### config.mk
export PLATFORM = sky130hd
export DESIGN_NAME = decode_stage
export DESIGN_NICKNAME = d
export VERILOG_FILES = /design/src/rtl/decode_stage_pkg.sv /design/src/rtl/decode_stage_imm_gen.sv /design/src/rtl/decode_stage.sv
export SDC_FILE = /design/constraint.sdc
export NUM_CORES = 1
export LEC_CHECK = 0
export ABC_AREA = 0
export BUFFER_PORTS_ARGS = -buffer_cell sky130_fd_sc_hd__buf_2
export CAP_MARGIN = 20
export CORE_ASPECT_RATIO = 2
export CORE_UTILIZATION = 40
export DETAILED_ROUTE_END_ITERATION = 8
export MAX_ROUTING_LAYER = met4
export SYNTH_ARGS = -nofsm -noshare
export SYNTH_HDL_FRONTEND = slang
export SYNTH_SLANG_ARGS = --single-unit
### constraint.sdc
create_clock -name clk -period 4.24 [get_ports clk]
set_input_delay 0.212 -clock clk [delete_from_list [all_inputs] [get_ports clk]]
set_output_delay 0.212 -clock clk [all_outputs]
set_load 0.05 [all_outputs]
### src/rtl/decode_stage_pkg.sv
// Shared opcode, format and bundle-layout definitions for the decode stage.
package decode_stage_pkg;

   localparam logic [6:0] OPC_OP     = 7'b0110011;
   localparam logic [6:0] OPC_OPIMM  = 7'b0010011;
   localparam logic [6:0] OPC_LOAD   = 7'b0000011;
   localparam logic [6:0] OPC_JALR   = 7'b1100111;
   localparam logic [6:0] OPC_SYSTEM = 7'b1110011;
   localparam logic [6:0] OPC_FENCE  = 7'b0001111;
   localparam logic [6:0] OPC_STORE  = 7'b0100011;
   localparam logic [6:0] OPC_BRANCH = 7'b1100011;
   localparam logic [6:0] OPC_LUI    = 7'b0110111;
   localparam logic [6:0] OPC_AUIPC  = 7'b0010111;
   localparam logic [6:0] OPC_JAL    = 7'b1101111;

   typedef enum logic [2:0] {
      FMT_R   = 3'd0,
      FMT_I   = 3'd1,
      FMT_S   = 3'd2,
      FMT_B   = 3'd3,
      FMT_U   = 3'd4,
      FMT_J   = 3'd5,
      FMT_ILL = 3'd7
   } fmt_e;

   localparam int INST_W = 32;
   localparam int FMT_W  = 3;
   // Bundle = {pc, illegal, fmt, imm, inst}; imm and pc widths are added by the user.
   localparam int BUNDLE_BASE_W = INST_W + FMT_W + 1;

endpackage

### src/rtl/decode_stage_imm_gen.sv
// Combinational format classifier and sign-extended immediate builder.
module imm_gen
   import decode_stage_pkg::*;
#(
   parameter int XLEN = 32
) (
   input  logic [31:0]      inst_i,
   output fmt_e             fmt_o,
   output logic [XLEN-1:0]  imm_o,
   output logic             illegal_o
);

   logic signed [31:0] imm32_s;

   assign imm_o = XLEN'(imm32_s);

   // Opcode decode selects the format and the immediate bit arrangement.
   always_comb begin
      fmt_o     = FMT_ILL;
      imm32_s   = 32'sd0;
      illegal_o = 1'b0;
      case (inst_i[6:0])
         OPC_OP: fmt_o = FMT_R;
         OPC_OPIMM, OPC_LOAD, OPC_JALR, OPC_SYSTEM, OPC_FENCE: begin
            fmt_o   = FMT_I;
            imm32_s = {{20{inst_i[31]}}, inst_i[31:20]};
         end
         OPC_STORE: begin
            fmt_o   = FMT_S;
            imm32_s = {{20{inst_i[31]}}, inst_i[31:25], inst_i[11:7]};
         end
         OPC_BRANCH: begin
            fmt_o   = FMT_B;
            imm32_s = {{19{inst_i[31]}}, inst_i[31], inst_i[7], inst_i[30:25],
                       inst_i[11:8], 1'b0};
         end
         OPC_LUI, OPC_AUIPC: begin
            fmt_o   = FMT_U;
            imm32_s = {inst_i[31:12], 12'd0};
         end
         OPC_JAL: begin
            fmt_o   = FMT_J;
            imm32_s = {{11{inst_i[31]}}, inst_i[31], inst_i[19:12], inst_i[20],
                       inst_i[30:21], 1'b0};
         end
         default: begin
            fmt_o     = FMT_ILL;
            illegal_o = 1'b1;
         end
      endcase
   end

endmodule

### src/rtl/decode_stage.sv
// Registered, handshaked RISC-V decode stage with a 2-entry skid buffer.
module decode_stage
   import decode_stage_pkg::*;
#(
   parameter int XLEN     = 32,
   parameter int PC_WIDTH = 32
) (
   input  logic                clk,
   input  logic                rst,
   input  logic                flush,
   input  logic                in_valid,
   output logic                in_ready,
   input  logic [31:0]         in_inst,
   input  logic [PC_WIDTH-1:0] in_pc,
   output logic                out_valid,
   input  logic                out_ready,
   output logic [PC_WIDTH-1:0] out_pc,
   output logic [6:0]          out_opcode,
   output logic [4:0]          out_rd,
   output logic [2:0]          out_func3,
   output logic [4:0]          out_rs1,
   output logic [4:0]          out_rs2,
   output logic [6:0]          out_func7,
   output logic [2:0]          out_fmt,
   output logic [XLEN-1:0]     out_imm,
   output logic                out_illegal
);

   localparam int IMM_LSB = INST_W;
   localparam int FMT_LSB = IMM_LSB + XLEN;
   localparam int ILL_BIT = FMT_LSB + FMT_W;
   localparam int PC_LSB  = ILL_BIT + 1;
   localparam int BW      = BUNDLE_BASE_W + XLEN + PC_WIDTH;

   fmt_e            dec_fmt_s;
   logic [XLEN-1:0] dec_imm_s;
   logic            dec_illegal_s;
   logic [BW-1:0]   new_bundle_s;
   logic            in_xfer_s;
   logic            out_xfer_s;

   logic            out_valid_q, out_valid_d;
   logic            skid_valid_q, skid_valid_d;
   logic            in_ready_q, in_ready_d;
   logic [BW-1:0]   out_data_q, out_data_d;
   logic [BW-1:0]   skid_data_q, skid_data_d;

   imm_gen #(.XLEN(XLEN)) u_imm_gen (
      .inst_i    (in_inst),
      .fmt_o     (dec_fmt_s),
      .imm_o     (dec_imm_s),
      .illegal_o (dec_illegal_s)
   );

   assign new_bundle_s = {in_pc, dec_illegal_s, dec_fmt_s, dec_imm_s, in_inst};
   assign in_xfer_s    = in_valid & in_ready_q;
   assign out_xfer_s   = out_valid_q & out_ready;

   // Skid-buffer next state; flush wins over any transfer in the same cycle.
   always_comb begin
      out_valid_d  = out_valid_q;
      skid_valid_d = skid_valid_q;
      out_data_d   = out_data_q;
      skid_data_d  = skid_data_q;
      if (flush) begin
         out_valid_d  = 1'b0;
         skid_valid_d = 1'b0;
      end else if (skid_valid_q) begin
         if (out_xfer_s) begin
            out_data_d   = skid_data_q;
            skid_valid_d = 1'b0;
         end else begin
            skid_valid_d = 1'b1;
         end
      end else if (out_valid_q) begin
         if (out_xfer_s && in_xfer_s) begin
            out_data_d = new_bundle_s;
         end else if (out_xfer_s) begin
            out_valid_d = 1'b0;
         end else if (in_xfer_s) begin
            skid_data_d  = new_bundle_s;
            skid_valid_d = 1'b1;
         end else begin
            out_valid_d = 1'b1;
         end
      end else begin
         if (in_xfer_s) begin
            out_data_d  = new_bundle_s;
            out_valid_d = 1'b1;
         end else begin
            out_valid_d = 1'b0;
         end
      end
      in_ready_d = ~skid_valid_d;
   end

   // State registers with synchronous reset.
   always_ff @(posedge clk) begin
      if (rst) begin
         out_valid_q  <= 1'b0;
         skid_valid_q <= 1'b0;
         in_ready_q   <= 1'b1;
         out_data_q   <= '0;
         skid_data_q  <= '0;
      end else begin
         out_valid_q  <= out_valid_d;
         skid_valid_q <= skid_valid_d;
         in_ready_q   <= in_ready_d;
         out_data_q   <= out_data_d;
         skid_data_q  <= skid_data_d;
      end
   end

   assign in_ready    = in_ready_q;
   assign out_valid   = out_valid_q;
   assign out_pc      = out_data_q[PC_LSB +: PC_WIDTH];
   assign out_illegal = out_data_q[ILL_BIT];
   assign out_fmt     = out_data_q[FMT_LSB +: FMT_W];
   assign out_imm     = out_data_q[IMM_LSB +: XLEN];
   assign out_opcode  = out_data_q[6:0];
   assign out_rd      = out_data_q[11:7];
   assign out_func3   = out_data_q[14:12];
   assign out_rs1     = out_data_q[19:15];
   assign out_rs2     = out_data_q[24:20];
   assign out_func7   = out_data_q[31:25];

endmodule

Word level (Yosys, flattened, before mapping)
Index checks and enable logic that the tools add are counted.
{"block": "totals", "reg_bits": 203, "latchBits": 0, "ramBits": 0, "mem_bits_ro": 0, "word_cells": 50, "out_inout_bits": 102, "input_bits": 69, "mem_count": 0}
{"block": "op_classes", "addsub": 0, "div_mod_pow": 0, "multipliers": 0, "eq_ne": 13, "magnitude_cmp": 0, "n_reduce_logical": 8, "bitwise": 7, "muxes": 17, "n_shift": 0}
{"operator": "100-bit two-way mux", "count": 5}
{"operator": "32-bit one-hot mux with 5 select lines", "count": 1}
{"operator": "7-bit equality test (second input constant)", "count": 4}
{"operator": "7-bit by 6-bit equality test with 1-bit output (second input constant)", "count": 3}
{"operator": "3-bit one-hot mux with 6 select lines", "count": 1}
{"operator": "7-bit by 5-bit equality test with 1-bit output (second input constant)", "count": 2}
{"operator": "11-bit OR reduction", "count": 1}
{"operator": "1-bit two-way mux", "count": 10}
{"operator": "7-bit by 2-bit equality test with 1-bit output (second input constant)", "count": 1}
{"operator": "7-bit by 4-bit equality test with 1-bit output (second input constant)", "count": 1}
{"operator": "6-bit AND reduction", "count": 1}
{"operator": "1-bit NOT", "count": 5}
{"operator": "5-bit OR reduction", "count": 1}
{"operator": "4-bit AND reduction", "count": 1}
{"operator": "2-bit OR reduction", "count": 2}
{"operator": "3-bit by 1-bit inequality test with 1-bit output (second input constant)", "count": 1}
{"operator": "3-bit nonzero test", "count": 1}
{"operator": "1-bit bitwise AND", "count": 2}
{"operator": "2-bit inequality test (second input constant)", "count": 1}
{"operator": "1-bit logical AND", "count": 1}

Logic depth before layout (Yosys ltp)
{"block": "depth", "ltp_word": 8, "depth_mapped": 8, "mapped_depth_nobuf": 5}

Hierarchy
From an unflattened synthesis, not the netlist that was laid out.
{"block": "unflattened", "cells_unflattened": 1124, "hier_area_um2": 10447.5}
{"mod": "decode_stage", "area_per_inst_um2": 9749.4, "cells_each": 1017, "n_inst": 1}
{"mod": "imm_gen", "area_per_inst_um2": 698.2, "cells_each": 107, "n_inst": 1}

Least setup slack after synthesis
OpenSTA, ideal clock, no wires.
{"block": "synth_timing", "path_kind": "reg-to-reg", "start": "register out_valid_q (netlist: out_valid)", "end": "register out_data_q[37]", "t_required_ns": 4.169, "stages_incl_launch_ff": 9, "slack_ns": 2.178, "arrival_time_ns": 1.991, "path_buffers": 3, "setup_time_ns": 0.071, "path_cell_list": "dfxtp_1 -> buf_4 -> nand2_1 -> a221o_1 -> buf_2 -> nor2_2 -> and3_1 -> buf_2 -> o2bb2ai_1"}
{"block": "synth_between", "elab_chain_cells": 4, "elab_cells_between_ends": 8}
{"item": "start: declaration", "line": "decode_stage.sv:42", "source": "logic out_valid_q, out_valid_d;"}
{"item": "start signal: assignment", "line": "decode_stage.sv:106", "source": "out_valid_q <= out_valid_d;"}
{"item": "1-bit bitwise AND", "line": "decode_stage.sv:57", "source": "assign out_xfer_s = out_valid_q & out_ready;"}
{"item": "1-bit logical AND", "line": "decode_stage.sv:76", "source": "if (out_xfer_s && in_xfer_s) begin"}
{"item": "3-bit by 1-bit inequality test with 1-bit output (no source line)"}
{"item": "4-bit AND reduction (no source line)"}
{"item": "end signal: assignment", "line": "decode_stage.sv:109", "source": "out_data_q <= out_data_d;"}
{"item": "end: declaration", "line": "decode_stage.sv:45", "source": "logic [BW-1:0] out_data_q, out_data_d;"}
Parallel ways exist; a longest one is shown, timed or not.
A chain may end at the register's enable or synchronous reset.

Worst setup path in the final report
{"block": "layout_timing", "start": "register skid_valid_q", "end": "register skid_data_q[58]"}
{"block": "layout_between", "elab_chain_cells": 2}
{"item": "start: declaration", "line": "decode_stage.sv:43", "source": "logic skid_valid_q, skid_valid_d;"}
{"item": "start signal: assignment", "line": "decode_stage.sv:107", "source": "skid_valid_q <= skid_valid_d;"}
{"item": "1-bit NOT (no source line)"}
{"item": "6-bit AND reduction (no source line)"}
{"item": "end signal: assignment", "line": "decode_stage.sv:110", "source": "skid_data_q <= skid_data_d;"}
{"item": "end: declaration", "line": "decode_stage.sv:46", "source": "logic [BW-1:0] skid_data_q, skid_data_d;"}
No other way between the ends.

==> results.cfg <==
[status]
status = completed

[sta]
fin_setup_tns_ns = 0
holdWs_ns = 0.0116
fmaxAchievable_mhz = 351
setup_ws_ns = 1.39
worstMarginPinSlew_ns = 1.04
finalClockSkew_ns = 0.00632
hold_violations = 0
slew_headroom = 0.309
period_share = 0.671
layout_min_cycle_time_ns = 2.85
setup_violations = 0
rsz0062_at_grt = false
drv_slew = 0

[setup_path]
path_depth = 4
crit_fanout = 35
r2r-end = skid_data_q[58]
worstSetupEndpoint = skid_data_q[58]
regToRegStartpoint = skid_valid_q
critical-path-top-delay-family = simple AND/OR/NAND/NOR gates
start_kind = flop
end_kind = flop
crit_chain = nand3b_4 -> or3_2 -> a31oi_1 -> a211oi_1
cp.arrival_ns = 3.18
rr_worst_depth = 4
path_buf_inv = 0
setup.worst_path.start = skid_valid_q
worstSetupPathType = flop to flop
critical-path-slowest-cell = a31oi_1
critPathRequiredTime_ns = 4.57
cp_slowest_stage_delay_ns = 0.88
r2r_slack_ns = 1.39

[yosys]
synth_edf_count = 0
async_reset_ff_frac = 0
synth_nets = 1041
seq_area_frac_synth = 0.483
ys_seq_elements = 203
synth_flop_cell = dfxtp_1
netlist_area_mm2 = 0.00842
yosysWarnings = 0
syn_inst = 972
synth_area_per_cell_um2 = 8.66
synth.distinct_cells = 47

[die]
num_rows = 74
fp.dieW_um = 105
chipHeight_um = 207
floorplan.initialDensity = 0.409
die-area_mm2 = 0.0217
io_pins = 171
core-area_mm2 = 0.0206

[power]
ir_drop_v = 0.000528
power_switching_share = 0.276
power_frac_clock = 0.414
p_seq_frac = 0.445
intPower_mw = 3.28
p_sw_mw = 1.25
p_per_area_mw_per_mm2 = 432
p_leak_nw = 3.84
p_comb_frac = 0.141

[job]
max_cap_viol_count = 0

[cells_and_area]
mostFrequentLayoutCells = dfxtp_1, buf_2, nand2_1
nets = 1201
mostFrequentLayoutCell = dfxtp_1
drive_gt1_frac = 0.195
diodes = 0
fill_cells = 2026
syn_to_final_growth_pct = 24.5
utilization = 0.510

[route]
drc_errors = 0
drt_iter0_drc = 439
via_count = 7504
first_pass_iters = 5
post_drt_via_cell_ratio = 5.32
totalWireLength_um = 23800
ant_nets = 0
wl_per_cell_um = 16.9

[global_route]
grt_pass1_wl_um = 37900
grt_start_max_net_pins = 180
groute.usage.overall = 0.223
grt_pass1_vias = 7153
antenna_found_initial = 0
gr-total-overflow = 0

[clock_tree]
cts-root-buf = clkbuf_16
cts_buffers = 19
clkLatencyLatePin_ns = 0.50
cts_resized = 0
hold_buffers = 48
clkSlewWorstSetupHoldPaths_ns = 0.07
cts_num_sinks = 203
cts_tree = yes
cts.path.max_buffers = 3
cts_max_level = 1
post_cts_buffers = 0

[placement]
pre_cts_slack_ns = 1.40
globalplace.congestion = 0.825
dp_hpwl_um = 15100
port_buffers = 170

[worst_hold_path]
hold_path.class = input port to flop
min_path_cells = 2
## power by group through the flow
stage,registers [mW],clock network [mW],logic (mW)
floorplan,2.27,0,0.223
global placement,2.06,0,0.602
detailed placement,2.06,0,0.607
CTS,2.02,1.92,0.641
global route,2.02,2.00,0.684
finish,2.02,1.88,0.638
## layer usage
metal	global-route usage	up-vias	wire length, um
met4	0.0872	0	739
li1	-	3757	-
met2	0.407	163	12700
met5	-	-	0
met3	0.0293	45	966
met1	0.241	3539	9400
## registers in the layout (all words and copies together) (netlist names)
| signal | count |
|---|---|
| out_data_q | 100 |
| skid_data_q | 100 |
| in_ready | 1 |
| skid_valid_q | 1 |
| out_valid | 1 |
## cell type report
class | count | area (um^2) | share of cell area
well taps | 266 | 333 | 0.0318
multi-input cells | 675 | 3960 | 0.378
inverters | 6 | 22.5 | 0.00215
clock inverters | 10 | 155 | 0.0148
flip-flops and latches | 203 | 4070 | 0.388
repair buffers | 227 | 1420 | 0.135
clock buffers | 23 | 520 | 0.0497
## synthesized netlist by cell type (2+ instances only)
library cell    n  area share
nand2b_1        5      0.0037
nor2_1        104       0.046
nor3_1          8      0.0048
a221oi_1        5      0.0052
a221o_1         2      0.0024
o2bb2ai_1       6      0.0062
or3_1           2      0.0015
a22oi_1         6      0.0054
dfxtp_1       203        0.48
o21ai_0        34       0.020
mux2i_1        65       0.077
a211oi_1      111       0.099
nor4_1          2      0.0015
a21boi_0        4      0.0036
buf_4           2      0.0018
a22o_1          8      0.0083
nor2b_1         6      0.0045
a31oi_1         6      0.0045
nand3_1         3      0.0018
buf_1           3      0.0013
and3_1         10      0.0074
a31oi_2         2      0.0030
nand4_1         3      0.0022
inv_1           6      0.0027
clkbuf_1       54       0.024
and2_1          2      0.0015
buf_2          29       0.017
nand3b_1       16       0.014
a21oi_1        80       0.048
o22ai_1         3      0.0022
o21a_1          3      0.0027
nand2_1       164       0.073
## how the worst min path moves through the flow
| stage | startpoint | end | slack [ns] |
|---|---|---|---|
| after floorplan | in_inst[25] | out_data_q[37] | 0.33 |
| after global placement | skid_data_q[63] | skid_data_q[63] | 0.44 |
| after detailed placement | out_data_q[64] | out_data_q[64] | 0.45 |
| after CTS | in_inst[29] | skid_data_q[29] | 0.0008 |
| after global routing | in_inst[26] | out_data_q[38] | 0.01 |
| final | in_inst[29] | out_data_q[41] | 0.01 |
## stage by stage
| stage | total power, mW | instances | instance area, um^2 |
|---|---|---|---|
| after floorplan | 2.49 | 972 | 8420 |
| after global placement | 2.66 | 1328 | 9320 |
| after detailed placement | 2.67 | 1328 | 9320 |
| after CTS | 4.58 | 1409 | 10500 |
| after global routing | 4.71 | 1410 | 10500 |
| final | 4.53 | 1410 | 10500 |
## cells by family (layout without fill, tap and decap cells)
kind of cell,after synthesis,count (layout),synth area share
buffers and inverters,94,266,0.0471
and+or+nand+nor,332,332,0.171
DFF,203,203,0.483
AOI/OAI and AO/OA,278,278,0.221
muxes,65,65,0.0773
## worst reg2reg max path: stages, from the launching register on
cell and delay (ns):
dfxtp_4 0.53, nand3b_4 0.29, or3_2 0.79, a31oi_1 0.89
a211oi_1 0.18
(Power assumes the default switching activity.)
